`src/rtl/qsfp_poll_scheduler.sv`:
```
// Purpose: shares the i2c_chunk result read port between a host and a periodic poller that builds a coherent 4-byte QSFP snapshot.
// Latency: host ack LB_LATENCY+2 cycles after grant; a poll occupies FREEZE_SETTLE+4*(LB_LATENCY+1)+1 cycles with freeze held.
// Backpressure: host_req is a held level; it waits while a poll is pending or running and is granted only from IDLE.
module qsfp_poll_scheduler #(
  parameter int         POLL_INTERVAL = 100000000,
  parameter int         FREEZE_SETTLE = 2,
  parameter int         LB_LATENCY    = 1,
  parameter int         STALE_POLLS   = 4,
  parameter logic [9:0] PORT0_OFFSET  = 10'h000,
  parameter logic [9:0] PORT1_OFFSET  = 10'h001,
  parameter logic [9:0] STAT1_OFFSET  = 10'h002,
  parameter logic [9:0] STAT2_OFFSET  = 10'h003
) (
  input  logic        clk,
  input  logic        rst,
  input  logic        host_req,
  input  logic [11:0] host_addr,
  output logic        host_ack,
  output logic [7:0]  host_data,
  output logic [11:0] lb_addr,
  input  logic [7:0]  lb_dout,
  output logic        freeze,
  input  logic        updated,
  input  logic        run_stat,
  output logic [7:0]  snap_port0,
  output logic [7:0]  snap_port1,
  output logic [7:0]  snap_stat1,
  output logic [7:0]  snap_stat2,
  output logic        snap_strobe,
  output logic        stale
);

  localparam int IW = (POLL_INTERVAL > 2) ? $clog2(POLL_INTERVAL) : 1;
  localparam int CW = ($clog2(FREEZE_SETTLE) > 2) ? $clog2(FREEZE_SETTLE) : 2;
  localparam int SW = $clog2(STALE_POLLS + 1);
  localparam logic [IW-1:0] INT_LAST  = IW'(POLL_INTERVAL - 1);
  localparam logic [CW-1:0] WIN_LAST  = CW'(LB_LATENCY);
  localparam logic [CW-1:0] FRZ_LAST  = CW'(FREEZE_SETTLE - 1);
  localparam logic [SW-1:0] STALE_MAX = SW'(STALE_POLLS);
  localparam logic [11:0]   RES_BASE  = 12'h800;

  typedef enum logic [2:0] {
    S_IDLE,
    S_HOST,
    S_FRZ,
    S_PREAD,
    S_REL
  } state_t;

  state_t          state_q, state_d;
  logic [IW-1:0]   int_cnt_q, int_cnt_d;
  logic            poll_pend_q, poll_pend_d;
  logic [CW-1:0]   phase_q, phase_d;
  logic [1:0]      idx_q, idx_d;
  logic [11:0]     haddr_q, haddr_d;
  logic [11:0]     lb_addr_q, lb_addr_d;
  logic            freeze_q, freeze_d;
  logic            host_ack_q, host_ack_d;
  logic [7:0]      host_data_q, host_data_d;
  logic [7:0]      stage0_q, stage0_d;
  logic [7:0]      stage1_q, stage1_d;
  logic [7:0]      stage2_q, stage2_d;
  logic [7:0]      snap_port0_q, snap_port0_d;
  logic [7:0]      snap_port1_q, snap_port1_d;
  logic [7:0]      snap_stat1_q, snap_stat1_d;
  logic [7:0]      snap_stat2_q, snap_stat2_d;
  logic            snap_strobe_q, snap_strobe_d;
  logic [SW-1:0]   stale_cnt_q, stale_cnt_d;
  logic            stale_q, stale_d;
  logic            upd_prev_q, upd_prev_d;

  logic            wrap;
  logic            poll_req;
  logic            upd_edge;
  logic            poll_done;
  logic [9:0]      cur_off;

  // Next-state logic: interval timer, arbitration FSM, snapshot capture and stale tracking.
  always_comb begin
    state_d       = state_q;
    int_cnt_d     = int_cnt_q;
    poll_pend_d   = poll_pend_q;
    phase_d       = phase_q;
    idx_d         = idx_q;
    haddr_d       = haddr_q;
    lb_addr_d     = RES_BASE;
    freeze_d      = 1'b0;
    host_ack_d    = 1'b0;
    host_data_d   = host_data_q;
    stage0_d      = stage0_q;
    stage1_d      = stage1_q;
    stage2_d      = stage2_q;
    snap_port0_d  = snap_port0_q;
    snap_port1_d  = snap_port1_q;
    snap_stat1_d  = snap_stat1_q;
    snap_stat2_d  = snap_stat2_q;
    snap_strobe_d = 1'b0;
    stale_cnt_d   = stale_cnt_q;
    stale_d       = stale_q;
    upd_prev_d    = updated;
    poll_done     = 1'b0;
    cur_off       = PORT0_OFFSET;

    // A wrap counts as pending in its own cycle so a simultaneous host request loses.
    wrap        = (int_cnt_q == INT_LAST);
    int_cnt_d   = wrap ? '0 : int_cnt_q + 1'b1;
    poll_req    = poll_pend_q | wrap;
    poll_pend_d = poll_req;
    upd_edge    = updated & ~upd_prev_q;

    case (state_q)
      S_IDLE: begin
        if (poll_req) begin
          poll_pend_d = 1'b0;
          if (run_stat) begin
            state_d = S_FRZ;
            phase_d = '0;
          end else begin
            // i2c_chunk not running: the poll is skipped but still ages the data.
            poll_done = 1'b1;
          end
        end else if (host_req && !host_ack_q) begin
          // The ack cycle is excluded so a request still high during ack is not regranted.
          haddr_d = host_addr;
          phase_d = '0;
          state_d = S_HOST;
        end
      end
      S_HOST: begin
        if (phase_q == WIN_LAST) begin
          host_data_d = lb_dout;
          host_ack_d  = 1'b1;
          state_d     = S_IDLE;
        end else begin
          phase_d = phase_q + 1'b1;
        end
      end
      S_FRZ: begin
        if (phase_q == FRZ_LAST) begin
          phase_d = '0;
          idx_d   = 2'd0;
          state_d = S_PREAD;
        end else begin
          phase_d = phase_q + 1'b1;
        end
      end
      S_PREAD: begin
        if (phase_q == WIN_LAST) begin
          phase_d = '0;
          idx_d   = idx_q + 2'd1;
          case (idx_q)
            2'd0: stage0_d = lb_dout;
            2'd1: stage1_d = lb_dout;
            2'd2: stage2_d = lb_dout;
            default: begin
              // Last byte goes straight to the snapshot so all four update together.
              snap_port0_d  = stage0_q;
              snap_port1_d  = stage1_q;
              snap_stat1_d  = stage2_q;
              snap_stat2_d  = lb_dout;
              snap_strobe_d = 1'b1;
              state_d       = S_REL;
            end
          endcase
        end else begin
          phase_d = phase_q + 1'b1;
        end
      end
      S_REL: begin
        poll_done = 1'b1;
        state_d   = S_IDLE;
      end
      default: state_d = S_IDLE;
    endcase

    // An updated edge beats a same-cycle poll completion.
    if (upd_edge) begin
      stale_cnt_d = '0;
    end else if (poll_done && (stale_cnt_q != STALE_MAX)) begin
      stale_cnt_d = stale_cnt_q + 1'b1;
    end
    stale_d = (stale_cnt_d == STALE_MAX);

    case (idx_d)
      2'd0:    cur_off = PORT0_OFFSET;
      2'd1:    cur_off = PORT1_OFFSET;
      2'd2:    cur_off = STAT1_OFFSET;
      default: cur_off = STAT2_OFFSET;
    endcase

    // Bus outputs are registered from the next state so they align with the state they belong to.
    freeze_d = (state_d == S_FRZ) || (state_d == S_PREAD) || (state_d == S_REL);
    if (state_d == S_HOST) begin
      lb_addr_d = haddr_d;
    end else if (state_d == S_PREAD) begin
      lb_addr_d = RES_BASE | {2'b00, cur_off};
    end
  end

  // State register with synchronous reset; reset discards any in-flight poll or host read.
  always_ff @(posedge clk) begin
    if (rst) begin
      state_q       <= S_IDLE;
      int_cnt_q     <= '0;
      poll_pend_q   <= 1'b0;
      phase_q       <= '0;
      idx_q         <= 2'd0;
      haddr_q       <= 12'h000;
      lb_addr_q     <= RES_BASE;
      freeze_q      <= 1'b0;
      host_ack_q    <= 1'b0;
      host_data_q   <= 8'h00;
      stage0_q      <= 8'h00;
      stage1_q      <= 8'h00;
      stage2_q      <= 8'h00;
      snap_port0_q  <= 8'h00;
      snap_port1_q  <= 8'h00;
      snap_stat1_q  <= 8'h00;
      snap_stat2_q  <= 8'h00;
      snap_strobe_q <= 1'b0;
      stale_cnt_q   <= '0;
      stale_q       <= 1'b0;
      upd_prev_q    <= 1'b0;
    end else begin
      state_q       <= state_d;
      int_cnt_q     <= int_cnt_d;
      poll_pend_q   <= poll_pend_d;
      phase_q       <= phase_d;
      idx_q         <= idx_d;
      haddr_q       <= haddr_d;
      lb_addr_q     <= lb_addr_d;
      freeze_q      <= freeze_d;
      host_ack_q    <= host_ack_d;
      host_data_q   <= host_data_d;
      stage0_q      <= stage0_d;
      stage1_q      <= stage1_d;
      stage2_q      <= stage2_d;
      snap_port0_q  <= snap_port0_d;
      snap_port1_q  <= snap_port1_d;
      snap_stat1_q  <= snap_stat1_d;
      snap_stat2_q  <= snap_stat2_d;
      snap_strobe_q <= snap_strobe_d;
      stale_cnt_q   <= stale_cnt_d;
      stale_q       <= stale_d;
      upd_prev_q    <= upd_prev_d;
    end
  end

  assign host_ack    = host_ack_q;
  assign host_data   = host_data_q;
  assign lb_addr     = lb_addr_q;
  assign freeze      = freeze_q;
  assign snap_port0  = snap_port0_q;
  assign snap_port1  = snap_port1_q;
  assign snap_stat1  = snap_stat1_q;
  assign snap_stat2  = snap_stat2_q;
  assign snap_strobe = snap_strobe_q;
  assign stale       = stale_q;

endmodule

```
`config.mk`:
```
export PLATFORM = sky130hd
export DESIGN_NAME = qsfp_poll_scheduler
export DESIGN_NICKNAME = d
export VERILOG_FILES = /design/src/rtl/qsfp_poll_scheduler.sv
export SDC_FILE = /design/constraint.sdc
export NUM_CORES = 1
export LEC_CHECK = 0
export ABC_AREA = 1
export ABC_CLOCK_PERIOD_IN_PS = 2200
export BUFFER_PORTS_ARGS = -buffer_cell sky130_fd_sc_hd__buf_4
export CAP_MARGIN = 20
export CORE_MARGIN = 1.5
export CORE_UTILIZATION = 55
export CTS_CLUSTER_SIZE = 10
export DETAILED_ROUTE_END_ITERATION = 8
export GPL_TIMING_DRIVEN = 0
export PLACE_DENSITY = 0.77
export SYNTH_ARGS = -nofsm -noshare
export SYNTH_HDL_FRONTEND = slang
export SYNTH_SLANG_ARGS = --single-unit
```
`constraint.sdc`:
```
create_clock -name clk -period 2.2 [get_ports clk]
set_input_delay 0.66 -clock clk [delete_from_list [all_inputs] [get_ports clk]]
set_output_delay 0.66 -clock clk [all_outputs]
set_load 0.005 [all_outputs]
```
==> flow_summary_export.csv, run 1 <==
group,metric,value,unit
outcome,status,"finished clean",
setup_path,crit_fanout,10,
setup_path,slowest_stage,"dfxtp_1",
synthesis,synthArstFlopShare,0,
global_routing,grt_pass1_wl,21.3,mm
clocking,post_cts_resized,0,
min_path,hp-start,"updated",
synthesis,yosys.area.top_type,"dfxtp_1",
setup_path,path_cells,"ha_1 > nand2_1 > nor2_4 > nand2_2 > nor2_2 > nand2_2 > nand2_4 > inv_2 > nand3_4 > buf_6 > nand2_1 > o21ai_1 > nor2_1",
synthesis,ys_seq_area_frac,0.492,
clocking,clock_path_buffers,2,
synthesis,syn_area,0.00533,sq mm
layout,area_growth,26.0,%
setup_path,critPathMaxStageDelay,0.36,ns
setup_path,worstPathArrival,2.31,ns
sta,fmax,518,MHz
min_path,holdCritPathClass,"in2reg",
clocking,cts_tree,"done",
sta,finalSetupViolations,0,
setup_path,critPathRequiredTime,2.58,ns
floorplanning,die_area,0.0103,sq mm
place,dp_slack,0.105,ns
synthesis,synth_top_area_share,0.492,
clocking,cts.hold.buffers_added,0,
synthesis,synth.distinct_cells,36,
floorplanning,chipWidth,101,microns
floorplanning,row_count,35,
sta,whs,0.351,ns
place,routabilityCongestion,0.880,
clocking,numCtsBuffers,17,
power,ir_worst_vdd,0.000652,V
sta,tns,0,ns
sta,finalClockSkew,0.00738,ns
route,vias,4883,
synthesis,yosysWarningCount,0,
sta,period_share,0.878,
floorplanning,die_h,101,microns
setup_path,cp_top_family,"simple AND/OR/NAND/NOR gates",
setup_path,cp_num_buf_inv,2,
global_routing,grt_pass1_vias,4710,
sta,grt_setup_unrepaired,"no",
clocking,insertion_delay,0.52,ns
setup_path,rr_worst_depth,13,
floorplanning,io_pins,81,
synthesis,synth_cells,698,
sta,worst_pin_slew,0.564,ns
clocking,cts_root_buffer,"clkbuf_8",
floorplanning,start_util,0.572,
layout,n_antenna_cell,0,
route,drc,0,
global_routing,grt_overflow,0,
global_routing,grt_max_degree,17,
place,numPortBuffers,79,
sta,worst_slack,0.269,ns
setup_path,crit_type,"reg2reg",
min_path,min_to,"upd_prev_q",
synthesis,synthFlopType,"dfxtp_1",
run,cap_violations,0,
route,wl_per_cell,14.0,microns
sta,final-max-slew-violation-count,0,
route,firstDrtPassIters,5,
power,power_density,854,mW/mm^2
floorplanning,coreArea,0.00933,sq mm
route,dr.first_iter.drc_count,233,
place,place_hpwl,9.02,mm
synthesis,synth_common_cells,"166 x nor2_1, 131 x dfxtp_1, 80 x o21ai_0",
synthesis,synth.avg_cell_area,7.64,sq um
synthesis,synth_edf_count,0,
synthesis,synth_seq_cells,131,
route,via_per_inst,5.21,
sta,slew_headroom,0.624,
route,routed_wl,13.1,mm
layout,drive_above_1_share,0.203,
setup_path,crit_path_start_kind,"flop",
setup_path,worst-path-stages,13,
setup_path,rr_startpoint,"int_cnt_q[0]",
clocking,clk_pin_slew,0.06,ns
synthesis,synth.area.top_cells,"dfxtp_1 49%, nor2_1 12%, o21ai_0 7.5%",
global_routing,antenna_found_initial,0,
clocking,cts_sinks,131,
sta,post-route-min-period,1.93,ns
power,leakagePower,2.99,nW
clocking,cts_max_level,4,
route,antenna_left,0,
synthesis,syn_nets,733,
synthesis,yosysMostFrequentCell,"nor2_1",
global_routing,gr-usage-all-layers,0.266,
setup_path,r2r-end,"haddr_q[9]",
sta,hold_viol,0,
setup_path,endpoint_kind,"flop",
setup_path,reg2reg_slack,0.27,ns
layout,nets,831,
clocking,cts_setup_buffers,0,
min_path,min_path_cells,3,
-- cells by family (layout without fill, tap and decap cells) --
family | Yosys count | after routing | share of synthesized area
buffers and inverters | 108 | 219 | 0.0800
AOI/OAI and AO/OA | 123 | 123 | 0.118
adders and majority gates | 10 | 10 | 0.0235
xor gates and xnor gates | 6 | 6 | 0.00985
and+or+nand+nor | 320 | 320 | 0.277
DFF | 131 | 131 | 0.492
-- layer usage --
metal,GRT usage,up-vias,share of wire
met3,0.0614,30,0.059
met4,0.101,0,0.019
li1,-,2417,-
met2,0.464,160,0.49
met5,0,-,0
met1,0.320,2276,0.43
-- per-stage QoR --
stage	power, mW	util	instance area [sq um]	cells
4_1_cts	5.76	0.720	6720	938
6_report	5.74	0.720	6720	938
2_1_floorplan	2.68	-	5330	698
3_3_place_gp	2.81	0.653	6090	906
5_1_grt	5.92	0.720	6720	938
3_5_place_dp	2.82	0.653	6090	906
-- worst reg2reg max path, cell delays in order, from the launching register on --
cell	delay, ns
dfxtp_1	0.36
ha_1	0.18
nand2_1	0.11
nor2_4	0.14
nand2_2	0.11
nor2_2	0.12
nand2_2	0.09
nand2_4	0.09
inv_2	0.06
nand3_4	0.11
buf_6	0.16
nand2_1	0.07
o21ai_1	0.12
nor2_1	0.07
-- where the power goes --
| part | internal, mW | switching (mW) | leakage, nW | total (mW) |
|---|---|---|---|---|
| Sequential | 2.43 | 0.0242 | 1.06 | 2.45 |
| Combinational | 0.125 | 0.197 | 1.62 | 0.321 |
| Clock | 1.89 | 1.08 | 0.307 | 2.97 |
| Total | 4.44 | 1.30 | 2.99 | 5.74 |
-- state kept, by name (all words and copies together) (netlist names) --
| register | count |
|---|---|
| int_cnt_q | 27 |
| haddr_q | 12 |
| lb_addr | 12 |
| host_data | 8 |
| snap_port0 | 8 |
| snap_port1 | 8 |
| snap_stat1 | 8 |
| snap_stat2 | 8 |
| stage0_q | 8 |
| stage1_q | 8 |
| stage2_q | 8 |
| stale_cnt_q | 3 |
| state_q | 3 |
| idx_q | 2 |
| phase_q | 2 |
| freeze | 1 |
| host_ack | 1 |
| poll_pend_q | 1 |
| snap_strobe | 1 |
| stale | 1 |
| upd_prev_q | 1 |
-- how the worst max path moves through the flow --
stage	from	endpoint
floorplan	int_cnt_q[0]	lb_addr[11]
CTS	int_cnt_q[0]	haddr_q[9]
finish	int_cnt_q[0]	haddr_q[9]
global placement	rst	stage2_q[0]
detailed placement	rst	snap_port0[0]
global route	int_cnt_q[0]	haddr_q[9]
-- cell usage in the layout (no fill, tap or decap), types with 2 or more instances in the layout --
master	Yosys	routed
nand3_4	2	2
dfxtp_1	131	131
nor2_1	166	166
clkinv_4	0	7
buf_6	2	2
nand2_2	8	8
nor3_2	9	9
a31oi_1	2	2
clkbuf_16	0	16
inv_2	11	11
nor3_1	14	14
nand2_4	2	2
nor2_2	5	5
xor2_1	4	4
nor3b_1	4	4
xnor2_1	2	2
buf_4	0	79
clkbuf_1	16	17
o21ai_1	11	11
buf_2	3	3
a21oi_1	26	26
or2_2	2	2
bufinv_16	0	4
inv_1	75	75
ha_1	10	10
nand2_1	74	74
clkbuf_8	0	2
nand4_1	7	7
nor2_4	5	5
nand3_1	16	16
o21ai_0	80	80
nand3b_1	2	2
inv_6	0	2
-- final cells by class --
type                            count  area, sq um
Clock inverter                     13          199
Tap cell                          129          161
Clock buffer                       19          432
Inverter                           87          329
Fill cell                         735         2610
Multi-Input combinational cell    459         2280
Buffer                             21         97.6
Timing Repair Buffer               79          593
Sequential cell                   131         2620
(Power assumes the default switching activity.)
==> run 2, diff against run 1 <==
ABC_CLOCK_PERIOD_IN_PS = 2000   (was 2200)
clock period = 2 ns   (was 2.2 ns; I/O delays follow)
==> run 2 against run 1 <==
  * Final cell count up 0.11%
  * Core utilization up 0.27 points
  * Flip-flop and latch count unchanged
  * Sequential power up 10%
  * Clock skew up 0.00061 ns
  * Combinational power up 12%
  * Register-to-register slack worse by 0.14 ns
  * Maximum frequency up 3.2%
  * Non-clock buffer count up 1
==> flow_summary_export.csv, run 2 (same netlist as run 1, synthesis figures left out) <==
group,metric,value,unit
power,leakagePower,3.01,nW
setup_path,reg2reg_slack,0.13,ns
sta,post-route-min-period,1.87,ns
clocking,numCtsBuffers,17,
route,dr.first_iter.drc_count,204,
sta,slew_headroom,0.629,
setup_path,endpoint_kind,"flop",
layout,layout_common_cells,"166 x nor2_1, 131 x dfxtp_1, 80 x buf_4",
floorplanning,die_area,0.0103,sq mm
layout,largest_register_ffs,27,
layout,n_antenna_cell,0,
global_routing,antenna_found_initial,0,
route,routed_wl,13.1,mm
setup_path,critPathMaxStageDelay,0.36,ns
route,antenna_left,0,
sta,final-max-slew-violation-count,0,
sta,fmax,535,MHz
place,place_hpwl,9.02,mm
sta,hold_viol,0,
clocking,cts_root_buffer,"clkbuf_8",
place,postPlaceCellArea,0.00609,sq mm
power,ir_worst_vdd,0.000719,V
min_path,holdCritPathClass,"in2reg",
layout,largest-register,"int_cnt_q",
global_routing,grt_max_degree,17,
layout,area_growth,26.4,%
setup_path,rr_worst_depth,9,
layout,stdcell_area,0.00674,sq mm
route,wl_per_cell,14.0,microns
sta,finalClockSkew,0.00799,ns
sta,worst_pin_slew,0.556,ns
place,routabilityCongestion,0.880,
layout,drive_above_1_share,0.205,
global_routing,gr-usage-all-layers,0.266,
clocking,clk_pin_slew,0.06,ns
floorplanning,row_count,35,
sta,grt_setup_unrepaired,"no",
setup_path,r2r-end,"int_cnt_q[19]",
setup_path,critPathRequiredTime,2.40,ns
power,power_density,937,mW/mm^2
floorplanning,chipWidth,101,microns
clocking,cts_sinks,131,
route,firstDrtPassIters,5,
setup_path,worstPathArrival,2.27,ns
setup_path,cp_num_buf_inv,1,
route,drc,0,
setup_path,crit_top_cell,"nand2_1",
floorplanning,coreArea,0.00933,sq mm
layout,nets,832,
floorplanning,io_pins,81,
clocking,clock_path_buffers,2,
setup_path,crit_path_start_kind,"flop",
setup_path,rr_startpoint,"int_cnt_q[0]",
floorplanning,start_util,0.572,
min_path,hp-start,"updated",
place,dp_cells,906,
layout,fin_cells,939,
sta,period_share,0.935,
clocking,insertion_delay,0.52,ns
layout,final_common_cell,"nor2_1",
layout,nFillCells,735,
setup_path,slowest_stage,"dfxtp_1",
setup_path,crit_type,"reg2reg",
place,dp_slack,-0.0351,ns
clocking,cts_max_level,4,
floorplanning,die_h,101,microns
min_path,min_to,"upd_prev_q",
min_path,min_path_cells,3,
global_routing,grt_pass1_vias,4710,
setup_path,crit_fanout,10,
setup_path,cp_top_family,"simple AND/OR/NAND/NOR gates",
global_routing,grt_overflow,0,
outcome,status,"finished clean",
setup_path,path_cells,"ha_1 > nand2_1 > nor2_4 > nand2_4 > nor2_2 > nand2_2 > nand2_1 > buf_2 > nor3_1",
global_routing,grt_pass1_wl,21.3,mm
place,numPortBuffers,79,
sta,finalSetupViolations,0,
sta,worst_slack,0.129,ns
clocking,cts_tree,"done",
layout,fin_util,0.723,
route,via_per_inst,5.19,
route,vias,4876,
run,cap_violations,0,
run 2: changes by cell type in the layout (fill, tap and decap cells not counted), sizes merged:
cell  change
buf       +1
run 2: layout make-up:
class | instances | area (sq um) | share of cell area
buffer | 21 | 101 | 0.0150
clock buffer | 19 | 432 | 0.0640
clock inverter | 13 | 199 | 0.0295
inverter | 87 | 329 | 0.0488
multi-input combinational | 459 | 2300 | 0.341
sequential | 131 | 2620 | 0.389
tap | 129 | 161 | 0.0239
timing repair buffer | 80 | 601 | 0.0891
run 2: metal layers:
layer	global-route usage	wire length [microns]	part of all wire	vias up
met5	0	0	0	-
met3	0.0614	644	0.049	26
met4	0.101	229	0.017	0
met1	0.320	5810	0.44	2299
met2	0.464	6450	0.49	133
li1	-	-	-	2418
run 2: worst register-to-register path: stages, from the launching register on:
cell	delay, ns
dfxtp_1	0.36
ha_1	0.18
nand2_1	0.10
nor2_4	0.14
nand2_4	0.09
nor2_2	0.10
nand2_2	0.09
nand2_1	0.26
buf_2	0.32
nor3_1	0.10
run 2: stage by stage:
stage                     power [mW]  setup TNS (ns)  hold WS (ns)
after floorplan                 2.95               0         0.429
after global placement          3.09               0         0.436
after detailed placement        3.10         -0.0838         0.443
after CTS                       6.34               0         0.282
after global routing            6.51               0         0.309
final                           6.32               0         0.289
run 2: worst max path at each step:
stage                      start  slack [ns]  depth (start not counted)            end
floorplan           int_cnt_q[0]        0.37                         13    lb_addr[11]
global placement             rst        0.01                          6    stage2_q[0]
detailed placement           rst       -0.04                          6  snap_port0[0]
CTS                 int_cnt_q[0]        0.06                         13     haddr_q[9]
global route        int_cnt_q[0]       0.003                         11     phase_q[0]
finish              int_cnt_q[0]        0.13                          9  int_cnt_q[19]
run 2: report_power, final:
group	leakage [nW]	internal, mW	switching [mW]
clock network	0.307	2.08	1.19
logic	1.65	0.140	0.219
registers	1.06	2.67	0.0262
total	3.01	4.89	1.43
run 2: what timing repair did:
item | in CTS | in global routing
buffers inserted | 0 | 1
resized for setup | 0 | 5
setup endpoints to repair | 0 | 32
hold buffers | 0 | 0
